## config.mk

```make
export PLATFORM = sky130hd
export DESIGN_NAME = mem_access_ctrl
export DESIGN_NICKNAME = d
export VERILOG_FILES = /design/src/rtl/mem_access_ctrl.sv
export SDC_FILE = /design/constraint.sdc
export NUM_CORES = 1
export LEC_CHECK = 0
export BUFFER_PORTS_ARGS = -buffer_cell sky130_fd_sc_hd__buf_2
export CORE_MARGIN = 2
export CORE_UTILIZATION = 25
export DETAILED_ROUTE_END_ITERATION = 7
export PLACE_DENSITY_LB_ADDON = 0.25
export SLEW_MARGIN = 20
export SYNTH_ARGS = -nofsm -noshare
export SYNTH_HDL_FRONTEND = slang
export SYNTH_SLANG_ARGS = --single-unit
```

## constraint.sdc

```tcl
create_clock -name clk -period 2.5 [get_ports clk]
set_input_delay 0.5 -clock clk [delete_from_list [all_inputs] [get_ports clk]]
set_output_delay 0.5 -clock clk [all_outputs]
set_load 0.01 [all_outputs]
```

## src/rtl/mem_access_ctrl.sv

```systemverilog
// mem_access_ctrl: single-outstanding load/store controller between issue and an SRAM-like data bus
module mem_access_ctrl #(
  parameter int PREG_W = 6,
  parameter int ADDR_W = 32
) (
  input  logic              clk,
  input  logic              resetn,
  input  logic              flush,
  input  logic              mem_issued,
  input  logic              op_store,
  input  logic [1:0]        op_size,
  input  logic              op_unsigned,
  input  logic [ADDR_W-1:0] op_addr,
  input  logic [31:0]       op_wdata,
  input  logic [PREG_W-1:0] op_preg,
  output logic              wait_mem,
  output logic              data_req,
  output logic              data_wr,
  output logic [1:0]        data_size,
  output logic [ADDR_W-1:0] data_addr,
  output logic [31:0]       data_wdata,
  input  logic              data_addr_ok,
  input  logic              data_data_ok,
  input  logic [31:0]       data_rdata,
  output logic              commit_valid,
  output logic              commit_store,
  output logic [PREG_W-1:0] commit_preg,
  output logic [31:0]       commit_data
);
  typedef enum logic [1:0] {IDLE, REQ, WAIT, DRAIN} state_t;
  state_t state, state_nx;
  logic              c_store, c_unsigned, complete;
  logic [1:0]        c_size;
  logic [ADDR_W-1:0] c_addr;
  logic [31:0]       c_wdata, sh, ld_data;
  logic [PREG_W-1:0] c_preg;
  always_comb begin
    state_nx = state;
    complete = 1'b0;
    case (state)
      IDLE: state_nx = (mem_issued && !flush) ? REQ : IDLE;
      REQ: begin
        complete = data_addr_ok && data_data_ok && !flush;
        state_nx = !data_addr_ok ? (flush ? IDLE : REQ) : data_data_ok ? IDLE : flush ? DRAIN : WAIT;
      end
      WAIT: begin
        complete = data_data_ok && !flush;
        state_nx = data_data_ok ? IDLE : flush ? DRAIN : WAIT;
      end
      default: state_nx = data_data_ok ? IDLE : DRAIN;
    endcase
  end
  assign wait_mem   = state != IDLE;
  assign data_req   = state == REQ;
  assign data_wr    = c_store;
  assign data_size  = c_size;
  assign data_addr  = c_addr;
  assign data_wdata = c_size == 2'd0 ? {4{c_wdata[7:0]}} : c_size == 2'd1 ? {2{c_wdata[15:0]}} : c_wdata;
  // Byte/half lanes are selected by shifting the addressed lane down to bit 0
  assign sh      = data_rdata >> {c_addr[1:0], 3'b000};
  assign ld_data = c_size == 2'd0 ? {{24{!c_unsigned && sh[7]}}, sh[7:0]} :
                   c_size == 2'd1 ? {{16{!c_unsigned && sh[15]}}, sh[15:0]} : data_rdata;
  always_ff @(posedge clk or negedge resetn) begin
    if (!resetn) begin
      state        <= IDLE;
      c_store      <= 1'b0;
      c_unsigned   <= 1'b0;
      c_size       <= '0;
      c_addr       <= '0;
      c_wdata      <= '0;
      c_preg       <= '0;
      commit_valid <= 1'b0;
      commit_store <= 1'b0;
      commit_preg  <= '0;
      commit_data  <= '0;
    end else begin
      state        <= state_nx;
      commit_valid <= complete;
      if (state == IDLE && mem_issued && !flush) begin
        c_store    <= op_store;
        c_unsigned <= op_unsigned;
        c_size     <= op_size;
        c_addr     <= op_addr;
        c_wdata    <= op_wdata;
        c_preg     <= op_preg;
      end
      if (complete) begin
        commit_store <= c_store;
        commit_preg  <= c_preg;
        commit_data  <= c_store ? 32'd0 : ld_data;
      end
    end
  end
endmodule

```

==> results of run 1 <==
-- cell usage in the layout, fill, tap and decap left out, drive strengths merged, types with 2 or more instances in the layout --
| cell | synthesis | final |
|---|---|---|
| ha | 4 | 4 |
| nor2 | 27 | 27 |
| a221o | 16 | 16 |
| o41ai | 7 | 7 |
| dfrtp | 116 | 116 |
| clkinv | 1 | 5 |
| a211oi | 7 | 7 |
| inv | 9 | 16 |
| nor2b | 3 | 3 |
| buf | 22 | 237 |
| nand2b | 2 | 2 |
| a22o | 2 | 2 |
| mux2 | 99 | 99 |
| o21ai | 16 | 16 |
| nand2 | 20 | 20 |
| a22oi | 8 | 8 |
| bufinv | 0 | 4 |
| a2bb2oi | 7 | 7 |
| clkbuf | 14 | 17 |
| mux2i | 15 | 15 |
-- routing by layer --
layer	routed length [um]	GRT usage
met4	249	0.06286
met5	16	0
met1	6559	0.1710
met2	7163	0.2264
met3	1540	0.05457
-- where the power goes --
group	switching (mW)	leakage [nW]	internal, mW	total (mW)
combinational	1.64	1.89	1.70	3.34
clock	0.979	0.314	1.70	2.68
sequential	0.555	1.41	2.64	3.20
total	3.17	3.62	6.04	9.21
-- final cells by class --
class                           instances  area share
Inverter                               10    0.005075
Tap cell                              275     0.04652
Sequential cell                       116      0.3928
Clock buffer                           17     0.05752
Timing Repair Buffer                  237      0.1749
Clock inverter                         15     0.02927
Multi-Input combinational cell        248      0.2935
Antenna cell                            1   0.0003384
-- sequential cells by signal, summed over array words and instances (netlist names) --
signal / count
c_wdata: 32
c_unsigned: 1
data_size: 2
commit_preg: 6
data_addr: 32
commit_store: 1
c_preg: 6
commit_data: 32
state: 2
data_wr: 1
commit_valid: 1
-- cells by family (layout without fill, tap and decap cells) --
logic type,count (synthesis),count (layout),share of synthesized area
XOR/XNOR,1,1,0.001654
AND/OR/NAND/NOR,58,58,0.05056
buffers and inverters,46,279,0.04347
multiplexers,115,115,0.2431
AO/OA/AOI/OAI,70,70,0.1037
other,0,1,0
adder cells (fa/ha/maj),4,4,0.009450
flip-flops,116,116,0.5481
-- metrics by stage --
| stage | utilization | hold WS, ns | setup slack (ns) |
|---|---|---|---|
| after floorplan | - | 0.2044 | 0.4121 |
| after global placement | 0.3232 | 0.4554 | 0.4085 |
| after detailed placement | 0.3232 | 0.4654 | 0.3072 |
| after CTS | 0.3539 | 0.2042 | 0.03799 |
| after global routing | 0.3539 | 0.2413 | 0.1075 |
| final | 0.3541 | 0.1825 | 0.2039 |
-- worst min-delay path by stage --
| stage | start | endpoint | slack, ns | depth (start not counted) |
|---|---|---|---|---|
| floorplan | resetn | c_preg[0] | 0.20 | 0 |
| global placement | commit_data[3] | commit_data[3] | 0.46 | 2 |
| detailed placement | commit_data[3] | commit_data[3] | 0.47 | 2 |
| CTS | resetn | commit_preg[0] | 0.20 | 2 |
| global route | resetn | c_preg[0] | 0.24 | 2 |
| finish | resetn | commit_preg[0] | 0.18 | 2 |
-- critical path: stages (launching register included) --
cell and delay [ns]:
dfrtp_2 0.48, buf_4 0.20, buf_4 0.17, mux2i_1 0.11, o21ai_0 0.23, buf_2 0.19
-- repair_timing --
item / CTS / global route
gates resized for setup: 0 / 1
endpoints found under the setup margin: 0 / 1
hold buffers: 0 / 0
==> results.sh, run 1 <==
export IMPL_clock_sinks=116
export IMPL_hold_class="input pin to asynchronous set/reset pin"
export IMPL_grt_pass1_wl_um=24230
export IMPL_drv_cap=0
export IMPL_reg2regPathDepth=6
export IMPL_syn_inst=410
export IMPL_stdcell_area_um2=7396
export IMPL_rsz0062_at_grt="no"
export IMPL_crit_path_start="data_size[0]"
export IMPL_viasPerCell=4.524
export IMPL_h_tree_depth=4
export IMPL_ys_top_cells_by_count="dfrtp_1 (116), mux2_2 (99), nor2_1 (27)"
export IMPL_status="complete, no violations"
export IMPL_finClkSkew_ns=0.009858
export IMPL_cp_start_kind="register"
export IMPL_ff2ff_setup_slack_ns=0.29
export IMPL_leakage_nw=3.622
export IMPL_clk_pin_slew_ns=0.06
export IMPL_yosysMostFrequentCell="dfrtp_1"
export IMPL_multiInputGateArea_um2=2171
export IMPL_power_mw=9.215
export IMPL_syn_area_um2=5296
export IMPL_antenna_found_initial=2
export IMPL_numCtsBuffers=17
export IMPL_drive_gt1_frac=0.5832
export IMPL_tritoncts="yes"
export IMPL_async_flop_share=1.000
export IMPL_reg2reg_from="state[0]"
export IMPL_yosys_warnings=0
export IMPL_ios=221
export IMPL_post_cts_buffers=0
export IMPL_place_gp_congestion=0.7787
export IMPL_hpwl_um=11180
export IMPL_cts_buffer_depth=2
export IMPL_arrival_ns=1.80
export IMPL_die_y_um=149.6
export IMPL_path_class="register to output pin"
export IMPL_drt_initial_drc_count=124
export IMPL_tns_ns=0
export IMPL_maxSlewViolCount=0
export IMPL_clk_latency_ns=0.42
export IMPL_crit_fanout=9
export IMPL_core_um2=20890
export IMPL_synth_edf_count=0
export IMPL_firstDrtPassIters=5
export IMPL_rows=53
export IMPL_clockRootBuffer="clkbuf_16"
export IMPL_layout_min_cycle_time_ns=2.296
export IMPL_period_share=0.9184
export IMPL_post_synth_cell_area_avg_um2=12.92
export IMPL_grt_pass1_vias=4472
export IMPL_dieArea_um2=22370
export IMPL_yosysSeqAreaShare=0.5481
export IMPL_port_buffers=220
export IMPL_ir_drop_uv=457.3
export IMPL_hold_viol=0
export IMPL_tightest_slew_ns=0.6658
export IMPL_placedCellCount=886
export IMPL_yosys_most_used_dff="dfrtp_1"
export IMPL_powerDensity_nw_per_um2=1246
export IMPL_synth_seq_cells=116
export IMPL_nets=746
export IMPL_synthesis_nets=526
export IMPL_finalSetupViolations=0
export IMPL_slew_headroom=0.5550
export IMPL_overflow=0
export IMPL_endpoint="data_wdata[28]"
export IMPL_stdcell_count=919
export IMPL_die_w_um=149.6
export IMPL_drc=0
export IMPL_ant_nets=0
export IMPL_vias=4158
export IMPL_grt_max_degree=117
export IMPL_area_delta_synth_final_pct=39.64
export IMPL_fmax_mhz=435.5
export IMPL_yosys_area_top_type_share=0.5481
export IMPL_crit_required_ns=2.00
export IMPL_grt_util_all_layers=0.1423
export IMPL_synth_area_leaders="dfrtp_1 (55%), mux2_2 (21%), a221o_1 (3.0%)"
export IMPL_wire_per_inst_um=16.90
export IMPL_nFillCells=2076
export IMPL_start_util=0.2535
export IMPL_regArea_um2=2905
export IMPL_dpl_cell_area_um2=6750
export IMPL_yosysTopAreaCell="dfrtp_1"
export IMPL_r2r_end="commit_data[9]"
export IMPL_crit_path_end_kind="output pin"
export IMPL_yosysUniqueCellTypes=38
export IMPL_finalWirelength_um=15530
No activity file was read; power rests on OpenSTA's default activity.
==> inputs of run 2 (changes only) <==
--- a/config.mk
+++ b/config.mk
@@ -6,11 +6,10 @@
 export NUM_CORES = 1
 export LEC_CHECK = 0
 export BUFFER_PORTS_ARGS = -buffer_cell sky130_fd_sc_hd__buf_2
-export CORE_MARGIN = 2
+export CORE_MARGIN = 3
 export CORE_UTILIZATION = 25
 export DETAILED_ROUTE_END_ITERATION = 7
 export PLACE_DENSITY_LB_ADDON = 0.25
-export SLEW_MARGIN = 20
 export SYNTH_ARGS = -nofsm -noshare
 export SYNTH_HDL_FRONTEND = slang
 export SYNTH_SLANG_ARGS = --single-unit
==> results.sh, run 2 (same netlist as run 1, synthesis figures left out) <==
export IMPL_firstDrtPassIters=7
export IMPL_post_cts_resized=0
export IMPL_ios=221
export IMPL_ir_drop_uv=487.0
export IMPL_whs_ns=0.1747
export IMPL_grt_max_degree=117
export IMPL_nets=746
export IMPL_cp_start_kind="register"
export IMPL_final_core_util=0.3546
export IMPL_hold_class="input pin to asynchronous set/reset pin"
export IMPL_maxSlewViolCount=0
export IMPL_numCtsBuffers=17
export IMPL_place_gp_congestion=0.7680
export IMPL_dieArea_um2=22970
export IMPL_hold_viol=0
export IMPL_powerDensity_nw_per_um2=1210
export IMPL_h_tree_depth=4
export IMPL_period_share=0.9337
export IMPL_grt_pass1_wl_um=23900
export IMPL_finClkSkew_ns=0.009961
export IMPL_tritoncts="yes"
export IMPL_die_w_um=151.6
export IMPL_ant_nets=0
export IMPL_clk_latency_ns=0.42
export IMPL_finalWirelength_um=15320
export IMPL_layout_min_cycle_time_ns=2.334
export IMPL_antenna_found_initial=1
export IMPL_crit_fanout=22
export IMPL_area_delta_synth_final_pct=37.23
export IMPL_power_mw=8.794
export IMPL_core_um2=20490
export IMPL_drv_cap=0
export IMPL_drc=0
export IMPL_status="complete, no violations"
export IMPL_wire_per_inst_um=16.76
export IMPL_post_cts_buffers=0
export IMPL_start_util=0.2584
export IMPL_holdBufCountCts=0
export IMPL_placedCellCount=881
export IMPL_viasPerCell=4.551
export IMPL_cts_buffer_depth=2
export IMPL_path_class="register to output pin"
export IMPL_slew_headroom=0.5344
export IMPL_post_place_ws_ns=0.3326
export IMPL_rows=52
export IMPL_crit_path_end_kind="output pin"
export IMPL_dpl_cell_area_um2=6718
export IMPL_tns_ns=0
export IMPL_die_y_um=151.6
export IMPL_clock_sinks=116
export IMPL_crit_required_ns=2.00
export IMPL_clockRootBuffer="clkbuf_16"
export IMPL_grt_util_all_layers=0.1337
export IMPL_final_cell_mix="buf_2 (219), dfrtp_1 (116), mux2_2 (99), nor2_1 (27), nand2_1 (20)"
export IMPL_vias=4160
export IMPL_setup_slack_ns=0.1657
export IMPL_finalSetupViolations=0
export IMPL_nFillCells=2080
export IMPL_drive_gt1_frac=0.5801
export IMPL_stdcell_area_um2=7268
export IMPL_rsz0062_at_grt="no"
export IMPL_mostFrequentLayoutCell="buf_2"
export IMPL_drt_initial_drc_count=124
export IMPL_leakage_nw=3.569
export IMPL_fmax_mhz=428.4
export IMPL_hpwl_um=11230
export IMPL_overflow=0
export IMPL_clk_pin_slew_ns=0.06
export IMPL_port_buffers=220
export IMPL_stdcell_count=914
export IMPL_tightest_slew_ns=0.6967
export IMPL_grt_pass1_vias=4531
export IMPL_arrival_ns=1.83
run 2: routing by layer:
metal  global-route usage  vias up  share of wire
met1               0.1603     2048           0.41
met2               0.2180      161           0.49
met3              0.05622       13          0.089
li1                     -     1936              -
met4              0.04268        2          0.011
met5                    0        -        0.00085
run 2: path summary, 6_finish.rpt:
kind | depth (start not counted) | end | slack, ns | startpoint
setup / recovery | 3 | data_wdata[22] | 0.17 | data_size[1]
hold / removal | 2 | data_addr[7] | 0.17 | resetn
setup reg to reg | 6 | commit_data[9] | 0.34 | state[0]
hold reg to reg | 2 | commit_data[0] | 0.48 | commit_data[0]
max in group asynchronous | 2 | data_addr[25] | 1.86 | resetn
min in group clk | 2 | state[1] | 0.28 | data_data_ok
run 2: area by class of cell:
class,instances,area (um^2),share of cell area
clock inverter,15,122.6,0.01687
antenna,1,2.502,0.0003443
timing repair buffer,237,1269,0.1746
tap,270,337.8,0.04648
inverter,10,37.54,0.005164
clock buffer,17,425.4,0.05853
multi-input combinational,248,2171,0.2987
sequential,116,2903,0.3994
run 2: report_power, final:
part	total, mW	switching, mW	internal, mW
clock	2.27	0.977	1.29
sequential	3.18	0.534	2.64
combinational	3.35	1.66	1.69
total	8.79	3.17	5.62
run 2: worst max-delay path: stages (launching register included):
cell,delay (ns)
dfrtp_1,0.57
buf_4,0.33
mux2_2,0.38
buf_2,0.14
==> inputs of run 3 (changes only) <==
--- a/config.mk
+++ b/config.mk
@@ -6,10 +6,12 @@
 export NUM_CORES = 1
 export LEC_CHECK = 0
 export BUFFER_PORTS_ARGS = -buffer_cell sky130_fd_sc_hd__buf_2
+export CORE_ASPECT_RATIO = 0.6
 export CORE_MARGIN = 3
 export CORE_UTILIZATION = 25
 export DETAILED_ROUTE_END_ITERATION = 7
 export PLACE_DENSITY_LB_ADDON = 0.25
+export SKIP_LAST_GASP = 1
 export SYNTH_ARGS = -nofsm -noshare
 export SYNTH_HDL_FRONTEND = slang
 export SYNTH_SLANG_ARGS = --single-unit
==> results.sh, run 3 (same netlist as run 1, synthesis figures left out) <==
export IMPL_status="complete, no violations"
export IMPL_power_mw=9.199
export IMPL_port_buffers=220
export IMPL_antennaDiodeCount=0
export IMPL_power_internal_mw=6.104
export IMPL_pwr_share_seq=0.347
export IMPL_crit_chain="nor2_1 -> buf_4 -> mux2_2 -> buf_2"
export IMPL_crit_slowest_cell="dfrtp_1"
export IMPL_powerDensity_nw_per_um2=1255
export IMPL_nets=745
export IMPL_fmax_mhz=460.6
export IMPL_nFillCells=2040
export IMPL_ios=221
export IMPL_p_switching_mw=3.095
export IMPL_post_place_ws_ns=0.3860
export IMPL_finClkSkew_ns=0.004920
export IMPL_crit_required_ns=2.00
export IMPL_drc=0
export IMPL_regArea_um2=2903
export IMPL_period_share=0.8684
export IMPL_final_cell_mix="buf_2 (219), dfrtp_1 (116), mux2_2 (99), nor2_1 (27), nand2_1 (20)"
export IMPL_grt_pass1_vias=4478
export IMPL_drv_cap=0
export IMPL_critPathBufInv=2
export IMPL_rsz0062_at_grt="no"
export IMPL_firstDrtPassIters=4
export IMPL_slew_headroom=0.6116
export IMPL_viasPerCell=4.569
export IMPL_maxSlewViolCount=0
export IMPL_die_w_um=193.9
export IMPL_clkPwrFrac=0.289
export IMPL_path_class="register to output pin"
export IMPL_p_comb_frac=0.365
export IMPL_start_util=0.2594
export IMPL_post_cts_buffers=0
export IMPL_slowest_delay_ns=0.42
export IMPL_grt_max_degree=42
export IMPL_clockRootBuffer="clkbuf_16"
export IMPL_mostFrequentLayoutCell="buf_2"
export IMPL_tightest_slew_ns=0.5811
export IMPL_grt_pass1_wl_um=25080
export IMPL_layout_min_cycle_time_ns=2.171
export IMPL_holdBufCountCts=0
export IMPL_hold_viol=0
export IMPL_grt_util_all_layers=0.1410
export IMPL_numCtsBuffers=17
export IMPL_tns_ns=0
export IMPL_tritoncts="yes"
export IMPL_crit_fanout=8
export IMPL_ant_nets=0
export IMPL_antenna_found_initial=0
export IMPL_setup_slack_ns=0.3289
export IMPL_area_delta_synth_final_pct=38.44
export IMPL_clk_pin_slew_ns=0.06
export IMPL_overflow=0
export IMPL_h_tree_depth=4
export IMPL_hold_class="input pin to asynchronous set/reset pin"
export IMPL_core_um2=20420
export IMPL_finalSetupViolations=0
export IMPL_finalWirelength_um=16050
export IMPL_leakage_nw=3.592
export IMPL_multiInputGateArea_um2=2171
export IMPL_dieArea_um2=23030
export IMPL_post_cts_resized=0
export IMPL_vias=4176
export IMPL_cp_start_kind="register"
export IMPL_arrival_ns=1.67
export IMPL_crit_path_end_kind="output pin"
export IMPL_wire_per_inst_um=17.56
export IMPL_cts_buffer_depth=2
export IMPL_switching_share=0.3365
export IMPL_hpwl_um=11910
export IMPL_place_gp_congestion=0.8412
export IMPL_drive_gt1_frac=0.5741
export IMPL_cp_top_family="flip-flops"
export IMPL_rows=40
export IMPL_ir_drop_uv=523.5
export IMPL_clk_latency_ns=0.41
export IMPL_drt_initial_drc_count=230
export IMPL_die_y_um=118.7
export IMPL_clock_sinks=116
-- run 3: cell types whose count changed in the layout (fill, tap and decap cells not counted), sizes merged --
cell / change
bufinv: +5
buf: -1
clkinv: -3
clkbuf: +4
diode: -1
inv: -7
-- run 3: per-stage QoR --
| stage | area (um^2) | utilization | cells | hold slack, ns |
|---|---|---|---|---|
| floorplan | 5296 | - | 410 | 0.2044 |
| global placement | 6701 | 0.3282 | 883 | 0.4516 |
| detailed placement | 6701 | 0.3282 | 883 | 0.4641 |
| CTS | 7332 | 0.3591 | 914 | 0.02939 |
| global route | 7332 | 0.3591 | 914 | 0.04395 |
| finish | 7332 | 0.3591 | 914 | 0.03301 |
-- run 3: path summary, 6_finish.rpt --
check                                 endpoint  slack (ns)  cells past startpoint           start
worst max register to register  commit_data[9]        0.37                      6        state[0]
worst max-delay path            data_wdata[15]        0.33                      4    data_size[0]
worst min-delay path            commit_preg[2]        0.03                      1          resetn
max in group asynchronous       commit_data[5]        1.80                      2          resetn
min in group clk                      state[1]        0.29                      2    data_data_ok
worst min register to register  commit_data[0]        0.47                      2  commit_data[0]
-- run 3: layout make-up --
type,instances,area share
multi-input combinational,248,0.2961
timing repair buffer,236,0.1703
sequential,116,0.3959
clock buffer,21,0.06143
inverter,10,0.005119
clock inverter,10,0.02457
tap,273,0.04659
-- run 3: power groups by stage --
stage               Clock (mW)  Combinational [mW]  Sequential (mW)
finish                    2.65                3.36             3.19
global route              2.81                3.67             3.30
CTS                       2.74                3.42             3.20
detailed placement           0                3.40             3.21
global placement             0                3.36             3.19
floorplan                    0                1.87             3.29
-- run 3: routing by layer --
| metal | track usage | part of all wire | vias up |
|---|---|---|---|
| met5 | 0 | 0 | - |
| li1 | - | - | 1941 |
| met1 | 0.1930 | 0.47 | 2052 |
| met2 | 0.2094 | 0.43 | 173 |
| met3 | 0.04758 | 0.079 | 10 |
| met4 | 0.04751 | 0.012 | 0 |
